==> src/rtl/regfile_2r1w_pkg.sv <==
// Shared definitions for the 2-read / 1-write register file.
// Holds the array geometry, the hardwired-zero index and the clear
// sequencer state encodings. The optional write-first forwarding path is
// selected in the top-level file with the REGFILE_BYPASS_EN macro.
package regfile_2r1w_pkg;

    localparam int DATA_W = 32;
    localparam int ADDR_W = 5;
    localparam int NREGS  = 2 ** ADDR_W;

    localparam logic [ADDR_W-1:0] REG_ZERO = 5'd0;

    typedef enum logic {
        RF_CLEAR = 1'b0,
        RF_READY = 1'b1
    } rf_state_e;

    // True for the hardwired zero register, which is never stored or written.
    function automatic logic is_reg_zero(input logic [ADDR_W-1:0] addr);
        return (addr == REG_ZERO);
    endfunction

endpackage

==> src/rtl/regfile_clear_seq.sv <==
// Clear sequencer for regfile_2r1w.
// After a synchronous reset it walks registers 1..NREGS-1, asking the top
// to write zero to one register per cycle, and holds busy high until the
// last register has been cleared. Register 0 is not stored, so the walk
// starts at index 1. The counter carries one extra bit so the terminal
// compare never wraps.
module regfile_clear_seq
    import regfile_2r1w_pkg::*;
(
    input  logic              clk,
    input  logic              rst,
    output logic              busy,
    output logic              clr_we,
    output logic [ADDR_W-1:0] clr_addr
);

    localparam logic [ADDR_W:0] CLR_FIRST = 6'd1;
    localparam logic [ADDR_W:0] CLR_LAST  = 6'd31;

    rf_state_e         r_state;
    logic [ADDR_W:0]   r_clr_cnt;
    logic              r_busy;

    // Clear FSM: reset (re)starts the walk at index 1, READY is left only by reset.
    always_ff @(posedge clk) begin
        if (rst) begin
            r_state   <= RF_CLEAR;
            r_clr_cnt <= CLR_FIRST;
            r_busy    <= 1'b1;
        end else begin
            case (r_state)
                RF_CLEAR: begin
                    if (r_clr_cnt == CLR_LAST) begin
                        r_state <= RF_READY;
                        r_busy  <= 1'b0;
                    end else begin
                        r_state <= RF_CLEAR;
                        r_busy  <= 1'b1;
                    end
                    r_clr_cnt <= r_clr_cnt + 6'd1;
                end
                RF_READY: begin
                    r_state   <= RF_READY;
                    r_clr_cnt <= r_clr_cnt;
                    r_busy    <= 1'b0;
                end
                default: begin
                    r_state   <= RF_CLEAR;
                    r_clr_cnt <= CLR_FIRST;
                    r_busy    <= 1'b1;
                end
            endcase
        end
    end

    assign busy     = r_busy;
    assign clr_we   = r_busy;
    assign clr_addr = r_clr_cnt[ADDR_W-1:0];

endmodule

==> src/rtl/regfile_2r1w.sv <==
// 32x32 general-purpose register file: two combinational read ports
// (rs -> ALU a, rt -> ALU b) and one synchronous write port.
// Register 0 is hardwired to zero and is not stored. While the clear
// sequencer runs, external writes are dropped and both read ports return 0.
// Optional feature: define REGFILE_BYPASS_EN to forward same-cycle write
// data to a read port addressing the register being written.
module regfile_2r1w
    import regfile_2r1w_pkg::*;
(
    input  logic              clk,
    input  logic              rst,
    input  logic [ADDR_W-1:0] rs_addr,
    input  logic [ADDR_W-1:0] rt_addr,
    output logic [DATA_W-1:0] rs_data,
    output logic [DATA_W-1:0] rt_data,
    input  logic              we,
    input  logic [ADDR_W-1:0] wr_addr,
    input  logic [DATA_W-1:0] wr_data,
    output logic              busy
);

    logic [DATA_W-1:0] r_mem [1:NREGS-1];

    logic              w_busy;
    logic              w_clr_we;
    logic [ADDR_W-1:0] w_clr_addr;
    logic              w_mem_we;
    logic [ADDR_W-1:0] w_mem_addr;
    logic [DATA_W-1:0] w_mem_data;
    logic              w_ext_we;

    regfile_clear_seq u_clear_seq (
        .clk      (clk),
        .rst      (rst),
        .busy     (w_busy),
        .clr_we   (w_clr_we),
        .clr_addr (w_clr_addr)
    );

    // An external write is accepted only when idle and not aimed at register 0.
    assign w_ext_we = we && !w_busy && !is_reg_zero(wr_addr);

    // Write-port mux: clear writes own the port while busy; reset blocks all writes.
    always_comb begin
        w_mem_we   = 1'b0;
        w_mem_addr = wr_addr;
        w_mem_data = wr_data;
        if (rst) begin
            w_mem_we = 1'b0;
        end else if (w_clr_we) begin
            w_mem_we   = 1'b1;
            w_mem_addr = w_clr_addr;
            w_mem_data = '0;
        end else if (w_ext_we) begin
            w_mem_we = 1'b1;
        end else begin
            w_mem_we = 1'b0;
        end
    end

    // Register array write; index 0 never reaches here.
    always_ff @(posedge clk) begin
        if (w_mem_we) begin
            r_mem[w_mem_addr] <= w_mem_data;
        end
    end

    // Read port A: zero during clear and for register 0, otherwise the array.
    always_comb begin
        rs_data = '0;
        if (w_busy) begin
            rs_data = '0;
        end else if (is_reg_zero(rs_addr)) begin
            rs_data = '0;
`ifdef REGFILE_BYPASS_EN
        end else if (w_ext_we && (wr_addr == rs_addr)) begin
            rs_data = wr_data;
`endif
        end else begin
            rs_data = r_mem[rs_addr];
        end
    end

    // Read port B: same rules as port A.
    always_comb begin
        rt_data = '0;
        if (w_busy) begin
            rt_data = '0;
        end else if (is_reg_zero(rt_addr)) begin
            rt_data = '0;
`ifdef REGFILE_BYPASS_EN
        end else if (w_ext_we && (wr_addr == rt_addr)) begin
            rt_data = wr_data;
`endif
        end else begin
            rt_data = r_mem[rt_addr];
        end
    end

    assign busy = w_busy;

endmodule

==> config.mk <==
export PLATFORM = sky130hd
export DESIGN_NAME = regfile_2r1w
export DESIGN_NICKNAME = d
export VERILOG_FILES = /design/src/rtl/regfile_2r1w_pkg.sv /design/src/rtl/regfile_clear_seq.sv /design/src/rtl/regfile_2r1w.sv
export SDC_FILE = /design/constraint.sdc
export NUM_CORES = 1
export LEC_CHECK = 0
export CAP_MARGIN = 20
export CORE_MARGIN = 5
export CORE_UTILIZATION = 45
export CTS_BUF_LIST = sky130_fd_sc_hd__clkbuf_4 sky130_fd_sc_hd__clkbuf_8 sky130_fd_sc_hd__clkbuf_16
export CTS_CLUSTER_DIAMETER = 80
export DETAILED_ROUTE_END_ITERATION = 8
export SYNTH_ARGS = -nofsm -noshare
export SYNTH_HDL_FRONTEND = slang
export SYNTH_SLANG_ARGS = --single-unit
==> constraint.sdc <==
create_clock -name clk -period 8.9 [get_ports clk]
set_input_delay 2.225 -clock clk [delete_from_list [all_inputs] [get_ports clk]]
set_output_delay 2.225 -clock clk [all_outputs]
set_load 0.1 [all_outputs]
### Yosys cells after proc, flatten, opt, wreduce, memory -nomap -nowiden

Memories as Yosys holds them, arrays and structs flattened.
Cells that the tools add are included.
W data, S select, Z words.

| operators by class | value |
|---|---|
| add/subtract/negate cells | 1 |
| multiplexer cells | 18 |
| bitwise operators | 1 |
| shift operators | 0 |
| magnitude comparators | 0 |
| equality and inequality tests | 1 |
| multiply operators | 0 |
| divide/modulo/power cells | 0 |
| reduce and logical (&&, ||, !) cells | 7 |

Operators with widths:

| cell | number |
|---|---|
| $mux W32 | 6 |
| $logic_not A5 Y1 | 3 |
| $mux W5 | 2 |
| $mux W1 | 7 |
| $add A6 B1 Y6 const B | 1 |
| $eq A6 B5 Y1 const B | 1 |
| $mux W6 | 1 |
| $pmux W1 S2 | 2 |
| $logic_and A1 B1 Y1 | 2 |
| $logic_not A1 Y1 | 2 |
| $not A1 Y1 | 1 |

| storage, ports and cells | value |
|---|---|
| latch bits | 0 |
| memory bits (writable) | 992 |
| register bits | 8 |
| input bits | 50 |
| memories | 1 |
| memory bits (read-only) | 0 |

Memory list:

| name | depth | bits a word | read ports | clocked after Yosys merged registers in | wr ports | line | text |
|---|---|---|---|---|---|---|---|
| r_mem | 31 | 32 | 2 | 0 | 1 | regfile_2r1w.sv:22 | `logic [DATA_W-1:0] r_mem [1:NREGS-1];` |

### Depth between registers and ports, before layout

Gate-level depths: netlist of run 1.

| depth | value |
|---|---|
| word-level depth | 8 |
| mapped depth | 8 |
| mapped depth without buffers | 5 |

### Cells and area by module

From an unflattened synthesis of run 1, not the netlist that was laid out.

| second synthesis, totals | value |
|---|---|
| cell total of the unflattened synthesis | 2911 |
| area total of the unflattened synthesis | 47859.7 µm² |

Modules (own cells, without submodules):

| module | area an instance (µm²) | cells an instance | instances |
|---|---|---|---|
| regfile_2r1w | 47479.3 | 2874 | 1 |
| regfile_clear_seq | 380.4 | 37 | 1 |

### Worst setup path after synthesis of run 1

Ideal clock, no wire load.

| timing path | value |
|---|---|
| path type | in2out |
| start | input port rt_addr[0] |
| end | output port rt_data[1] |
| arrival | 5865 ps |
| stages | 7 |
| path slack | 810 ps |
| required time | 6675 ps |
| cell sequence | buf_2 buf_4 buf_4 mux4_2 mux2i_1 or2_2 a311oi_1 |

| on the way | value |
|---|---|
| word-level cells in the longest chain between the ends | 3 |
| elaborated cells on any way between the ends | 4 |
| classes of those cells | mux: 2; reduce/logical: 1; memory: 1 |

Ends and longest elaborated chain:

| item | line | text |
|---|---|---|
| start, declared | regfile_2r1w.sv:13 | `input logic [ADDR_W-1:0] rt_addr,` |
| $mem_v2 Z31 W32 or $logic_not A5 Y1 (tied branches) | -- |  |
| $mux W32 (*) | regfile_2r1w.sv:89 | `end else if (is_reg_zero(rt_addr)) begin` |
| $mux W32 (*) | regfile_2r1w.sv:87 | `if (w_busy) begin` |
| end, declared | regfile_2r1w.sv:15 | `output logic [DATA_W-1:0] rt_data,` |

Mark *: on every way between the ends. The rest lies on a longest branch, timed or not.

### Worst setup path after layout of run 1

| timing path | value |
|---|---|
| start | input port rt_addr[0] |
| end | output port rt_data[0] |

The elaborated chain is that of the path after synthesis.

==> summary.md, run 1 <==
| Metric | Value |
|---|---|
| Status | completed |
| Clock transition at path regs | 0.06 ns |
| Max rail drop VDD | between 0.1 and 0.15 mV |
| Port bufs | about 110 |
| CP Max Fanout | 48 |
| Routed length per instance | approximately 37 um |
| Clock Sinks | about 1,000 |
| Vias in the first global route | around 31,000 |
| Sequential area share after synthesis | 0.6266 |
| Starting DRC count in detailed routing | between 4,000 and 5,000 |
| Worst Max-Slew Pin Slew | between 1 and 1.5 ns |
| Avg Cell Area, Syn | approximately 16 sq um |
| Final period util | 0.8866 |
| Area delta synth->final | 14.31% |
| Final Max Slew Viols | 0 |
| Cell area after placement | slightly above 50,000 sq um |
| Worst Skew | about 0.018 ns |
| First-pass DRT Iterations | 6 |
| Post-DP HPWL | 95,910 um |
| Layout net count | 3,054 |
| Worst min-delay path category | reg -> reg |
| Post-Syn Area | roughly 48,000 sq um |
| Core area | approximately 110,000 sq um |
| GPL Wtd Cong | around 0.8 |
| CTS-repair resized insts | 0 |
| First-pass GRT wire length | 230,200 um |
| CP Launch Type | input pin |
| Combinational share of power | 0.087 |
| R2R depth | 5 |
| Initial antenna violation count | 4 |
| Global-route usage over all layers | 0.2870 |
| CTS Buf Count | 104 |
| Die X | between 300 and 400 um |
| Unrepaired setup endpoints after global routing | false |
| Fmax | 0.1267 GHz |
| I/O pins | between 100 and 150 |
| Tmin final | about 8 ns |
| Max_cap viols | 0 |
| CTS H-tree depth | 3 |
| Routed WL | between 150,000 and 200,000 um |
| CP required | approximately 6.7 ns |
| Via total after detailed routing | 30,650 |
| Synth Net Count | ~3,000 |
| Initial Util | 0.4534 |
| Hold Buf Count CTS | 0 |
| Worst Hold Depth | 2 |
| NetSw | 2.453 mW |
| PwrDens | between 150 and 200 nW/um^2 |
| Reg2Reg Setup Slack | 5.02 ns |
| Setup crit end kind | primary output |
| Slew Limit Headroom | 0.2077 |
| Synthesis Warnings | 0 |
| Max Root-Sink Buffers | 3 |
| Std-Cell Rows | 119 |
| Routed vias/inst | a little under 7 |
| Setup TNS | 0 ns |
| Switching part of the total | 0.2322 |
| Flops & latches, synth | roughly 1,000 |
| Filler cell count | about 8,500 |
| Share of cells above drive strength 1 | 0.3071 |
| Synth Flop Type | edfxtp_1 |
| Clk Latency, worst-skew pair | between 0.6 and 0.7 ns |
| Fin area | ~55,000 sq um |
| Clk network pwr share | 0.415 |
| WS Path Type | in -> out |
| Number of synthesized flops with an enable pin | 992 |
| Cells after synthesis | just under 3,000 |
| Number of setup buffers added after CTS | 0 |
| Root buffer cell | clkbuf_16 |
| CP arrival | between 5 and 6 ns |
| Internal power | between 8 and 9 mW |
| Die Y | approximately 340 um |
| Overflow after GRT | 0 |
| DRC Markers | 0 |
| Synth async-reset ratio | 0 |
| Reg power frac | 0.498 |
| Setup violators final | 0 |
| Design Power | about 11 mW |
| Static leakage | around 18 nW |
| Largest net degree at the start of global routing | slightly above 80 |
| Die ar. | ~110,000 sq um |
| Hold Fails Final Rpt | 0 |
| Post-synthesis cell type count | between 40 and 50 |
| Antenna-violating nets left | 0 |
| TritonCTS clock tree | built |
[critical path, stage by stage]
cell and delay [ns]:
buf_8 0.46, buf_12 0.38, buf_4 0.41, mux4_2 0.56, mux2_2 0.30, a2111oi_0 0.61
a311oi_2 0.28, buf_12 0.32
[Yosys cell counts, types with 3 or more instances]
master       n  area share
nor2b_1     38      0.0050
or3_1       31      0.0041
mux4_2     225        0.11
nor3_1       4     0.00042
o21ai_0     32      0.0034
a31o_2      15      0.0027
a21oi_1     59      0.0062
buf_2       85      0.0089
and2_1      33      0.0043
nand3b_1     3     0.00047
a211oi_1    84       0.013
buf_6        5      0.0012
or2_2       35      0.0046
nand3_1      3     0.00031
nand2b_1     6     0.00079
nor3b_1      3     0.00047
a31oi_1     21      0.0027
dfxtp_1      8      0.0034
a211o_1     32      0.0059
a222oi_1    32      0.0067
a22oi_1     62      0.0097
xor2_1       3     0.00055
inv_1        3     0.00024
nand2_1     59      0.0046
clkbuf_1   121      0.0095
nor2_1     105      0.0082
edfxtp_1   992        0.62
a311oi_1    31      0.0057
a21o_1      20      0.0031
mux2_2     258       0.061
mux2i_1    321       0.067
o22ai_1     64      0.0084
buf_4       11      0.0017
a2111oi_0   32      0.0059
a22o_1      19      0.0035
buf_1       23      0.0018
o211a_1     12      0.0025
[cells in the final DEF, fill, tap and decap left out, types with 5 or more instances in the layout]
cell	netlist	routed
dfxtp_1	8	8
a21oi_1	59	59
a211o_1	32	32
a2111oi_0	32	31
nor2b_4	0	5
clkinv_2	0	22
clkbuf_16	0	108
a222oi_1	32	32
nor2_1	105	72
a211oi_1	84	84
o22ai_1	64	64
mux2_2	258	258
nor2b_1	38	33
and2_1	33	32
a31o_2	15	15
mux4_2	225	225
clkbuf_4	0	16
clkinvlp_4	0	5
a31oi_1	21	19
buf_4	11	147
nor2_4	0	33
a21o_1	20	19
mux2i_1	321	321
nand2_1	59	57
buf_8	0	7
a22o_1	19	19
a22oi_1	62	62
o211a_1	12	12
clkinv_1	0	26
clkdlybuf4s50_1	0	40
buf_12	0	36
edfxtp_1	992	992
bufinv_16	0	11
o21ai_0	32	32
a311oi_1	31	30
or2_2	35	36
or3_1	31	31
[flip-flops by register name, indices dropped and copies added (netlist names)]
| name | count |
|---|---|
| r_mem | 992 |
| u_clear_seq.busy | 1 |
| u_clear_seq.r_clr_cnt | 6 |
| u_clear_seq.r_state | 1 |
[logic make-up (layout without fill, tap and decap cells)]
logic type                 after synthesis  in the layout  synth area share
other                                    0              1                 0
muxes                                  804            804            0.2340
and+or+nand+nor                        327            327           0.03450
xor gates and xnor gates                 5              5         0.0009163
buffers and inverters                  248            431           0.02335
DFF                                   1000           1000            0.6266
AOI/OAI and AO/OA                      519            519           0.08039
adders and majority gates                1              1         0.0002617
[per-layer routing]
metal / up-vias / wire [um] / global-route usage
li1: 12220 / - / -
met2: 1858 / 76200 / 0.4520
met1: 16200 / 65240 / 0.3956
met4: 4 / 7241 / 0.1112
met3: 367 / 16180 / 0.06092
met5: - / 36 / 0
[path summary, 6_finish.rpt]
check                            from                  endpoint
min          u_clear_seq.r_clr_cnt[5]  u_clear_seq.r_clr_cnt[5]
max                        rt_addr[0]                rt_data[0]
min reg2reg  u_clear_seq.r_clr_cnt[5]  u_clear_seq.r_clr_cnt[5]
max reg2reg          u_clear_seq.busy             r_mem[30][13]
[stage by stage]
| step | utilization | setup WS (ns) | std cells | hold slack, ns |
|---|---|---|---|---|
| floorplan | - | 0.8102 | 2904 | 0.4855 |
| global placement | 0.4843 | 0.9524 | 4279 | 0.5045 |
| detailed placement | 0.4845 | 0.9631 | 4280 | 0.5422 |
| CTS | 0.5166 | 0.9633 | 4470 | 0.5585 |
| global route | 0.5183 | 0.8449 | 4479 | 0.6134 |
| finish | 0.5183 | 1.009 | 4479 | 0.5706 |
[final cells by class]
type | instances | area, sq um | area share
timing repair buffer | 238 | 2484 | 0.04545
inverter | 3 | 11.26 | 0.0002061
multi-input combinational | 1656 | 17060 | 0.3123
tap | 1391 | 1740 | 0.03185
antenna | 1 | 2.502 | 0.00004580
clock inverter | 68 | 618.1 | 0.01131
clock buffer | 122 | 2773 | 0.05074
sequential | 1000 | 29950 | 0.5481
[power groups by stage]
stage               clock [mW]  combinational (mW)  sequential, mW
finish                    4.39               0.919            5.26
global route              4.63               0.956            5.26
CTS                       4.42               0.899            5.26
detailed placement           0               0.896            5.36
global placement             0               0.883            5.36
floorplan                    0               0.568            5.35
No activity file was read; power rests on OpenSTA's default activity.
==> run 2: changes to the inputs <==
- SLEW_MARGIN: default -> 20
==> summary.md, run 2 (synthesized netlist as in run 1, its figures left out) <==
| Metric | Value |
|---|---|
| Global-route usage over all layers | 0.2866 |
| Max_cap viols | 0 |
| Clk Latency, worst-skew pair | approximately 0.69 ns |
| NetSw | roughly 2.5 mW |
| Final period util | 0.8847 |
| Switching part of the total | 0.2294 |
| Clk network pwr share | 0.423 |
| Largest net degree at the start of global routing | between 80 and 90 |
| Std-Cell Rows | about 120 |
| Die Y | between 300 and 400 um |
| Initial antenna violation count | 3 |
| Routed WL | roughly 160,000 um |
| Max Root-Sink Buffers | 3 |
| CP Max Fanout | 48 |
| Worst Max-Slew Pin Slew | roughly 1.2 ns |
| First-pass DRT Iterations | 9 |
| Antenna-violating nets left | 0 |
| Hold Buf Count CTS | 0 |
| Internal power | ~8 mW |
| Clock Sinks | roughly 1,000 |
| First-pass GRT wire length | 229,900 um |
| Multi-input gate area | ~17,000 sq um |
| Biggest register | r_mem |
| Clock transition at path regs | around 0.06 ns |
| WHS | around 0.55 ns |
| Static leakage | 18.37 nW |
| Die X | approximately 340 um |
| Reg power frac | 0.492 |
| Setup crit end kind | primary output |
| CP required | around 6.7 ns |
| Port bufs | between 100 and 150 |
| PwrDens | a little under 200 nW/um^2 |
| Most frequent cells in the layout | edfxtp_1, mux2i_1, mux2_2 |
| Most common cell after layout, fill and taps aside | edfxtp_1 |
| CTS-repair resized insts | 0 |
| TritonCTS clock tree | built |
| Biggest registers after layout | r_mem x992, u_clear_seq.r_clr_cnt x6 |
| Status | completed |
| I/O pins | 115 |
| Filler cell count | 8,497 |
| Core area | between 100,000 and 150,000 sq um |
| Vias in the first global route | between 30,000 and 40,000 |
| GPL Wtd Cong | just over 0.8 |
| Share of cells above drive strength 1 | 0.3111 |
| Setup TNS | 0 ns |
| WS Path Type | in -> out |
| Tmin final | a little under 8 ns |
| Unrepaired setup endpoints after global routing | false |
| Worst min-delay path category | reg -> reg |
| Routed length per instance | 36.82 um |
| CP max stage delay | ~0.64 ns |
| DRC Markers | 0 |
| Slew Limit Headroom | 0.2201 |
| Overflow after GRT | 0 |
| CP Launch Type | input pin |
| CTS H-tree depth | 3 |
| Via total after detailed routing | 30,550 |
| Worst Skew | approximately 0.020 ns |
| Area delta synth->final | 14.34% |
| Setup violators final | 0 |
| Die ar. | about 110,000 sq um |
| Max rail drop VDD | about 0.14 mV |
| Register area | 29,950 sq um |
| Starting DRC count in detailed routing | slightly above 4,000 |
| Cells along the critical path | buf_8, buf_12, buf_4, mux4_2, mux2_2, a2111oi_0, a311oi_2, buf_12 |
| Top delay family on crit path | buffers and inverters |
| Number of setup buffers added after CTS | 0 |
| Combinational share of power | 0.085 |
| CP dominant cell by count | buf_12 |
| CTS Buf Count | 108 |
| Initial Util | 0.4534 |
| Fmax | 0.1270 GHz |
| Worst Path Buf+Inv | 4 |
| CP arrival | 5.65 ns |
| Final Max Slew Viols | 0 |
| Number of flip-flops in the largest register | slightly below 1,000 |
| Hold Fails Final Rpt | 0 |
| Post-DP HPWL | 95,790 um |
| Routed vias/inst | between 6 and 7 |
| Root buffer cell | clkbuf_16 |
| CP max-delay cell | a2111oi_0 |
| Layout net count | slightly above 3,000 |
run 2: metrics by stage:
step                      instance area [sq um]  power (mW)  instances  setup WS (ns)  utilization
after floorplan                           47800       5.919       2904         0.8102            -
after global placement                    51060       6.240       4279         0.9524       0.4843
after detailed placement                  51070       6.257       4279         0.9750       0.4845
after CTS                                 54620       10.73       4476         0.9757       0.5182
after global routing                      54650       10.98       4479         0.7990       0.5185
final                                     54650       10.69       4479          1.026       0.5185
run 2: power groups by stage:
stage | sequential, mW | combinational [mW] | clock [mW]
after floorplan | 5.35 | 0.568 | 0
after global placement | 5.36 | 0.883 | 0
after detailed placement | 5.36 | 0.896 | 0
after CTS | 5.26 | 0.899 | 4.57
after global routing | 5.26 | 0.948 | 4.77
final | 5.26 | 0.910 | 4.52
run 2: worst paths after layout:
check / depth (start not counted) / end / slack [ns] / startpoint
worst max-delay path: 8 / rt_data[0] / 1.03 / rt_addr[0]
worst min-delay path: 2 / u_clear_seq.r_clr_cnt[5] / 0.55 / u_clear_seq.r_clr_cnt[5]
worst max register to register: 5 / r_mem[30][21] / 5.08 / u_clear_seq.busy
worst min register to register: 2 / u_clear_seq.r_clr_cnt[5] / 0.55 / u_clear_seq.r_clr_cnt[5]
run 2: layout make-up:
type                       instances  share of cell area
tap                             1391             0.03184
multi-input combinational       1656              0.3125
sequential                      1000              0.5480
timing repair buffer             230             0.04238
clock inverter                    61             0.01078
antenna                            2          0.00009157
inverter                           3           0.0002060
clock buffer                     136             0.05426
run 2: routing by layer:
layer | vias to the layer above | routed length, um | GRT usage
met2 | 1918 | 76700 | 0.4538
met4 | 2 | 6522 | 0.1028
met3 | 341 | 16570 | 0.05890
met5 | - | 13 | 0
li1 | 12210 | - | -
met1 | 16090 | 65120 | 0.3979
run 2: worst reg2reg max path, stage by stage, from the launching register on:
cell,delay [ns]
dfxtp_1,0.67
nand2b_2,0.43
mux2i_1,0.29
nand2_1,0.48
nor2_4,0.98
buf_4,0.60
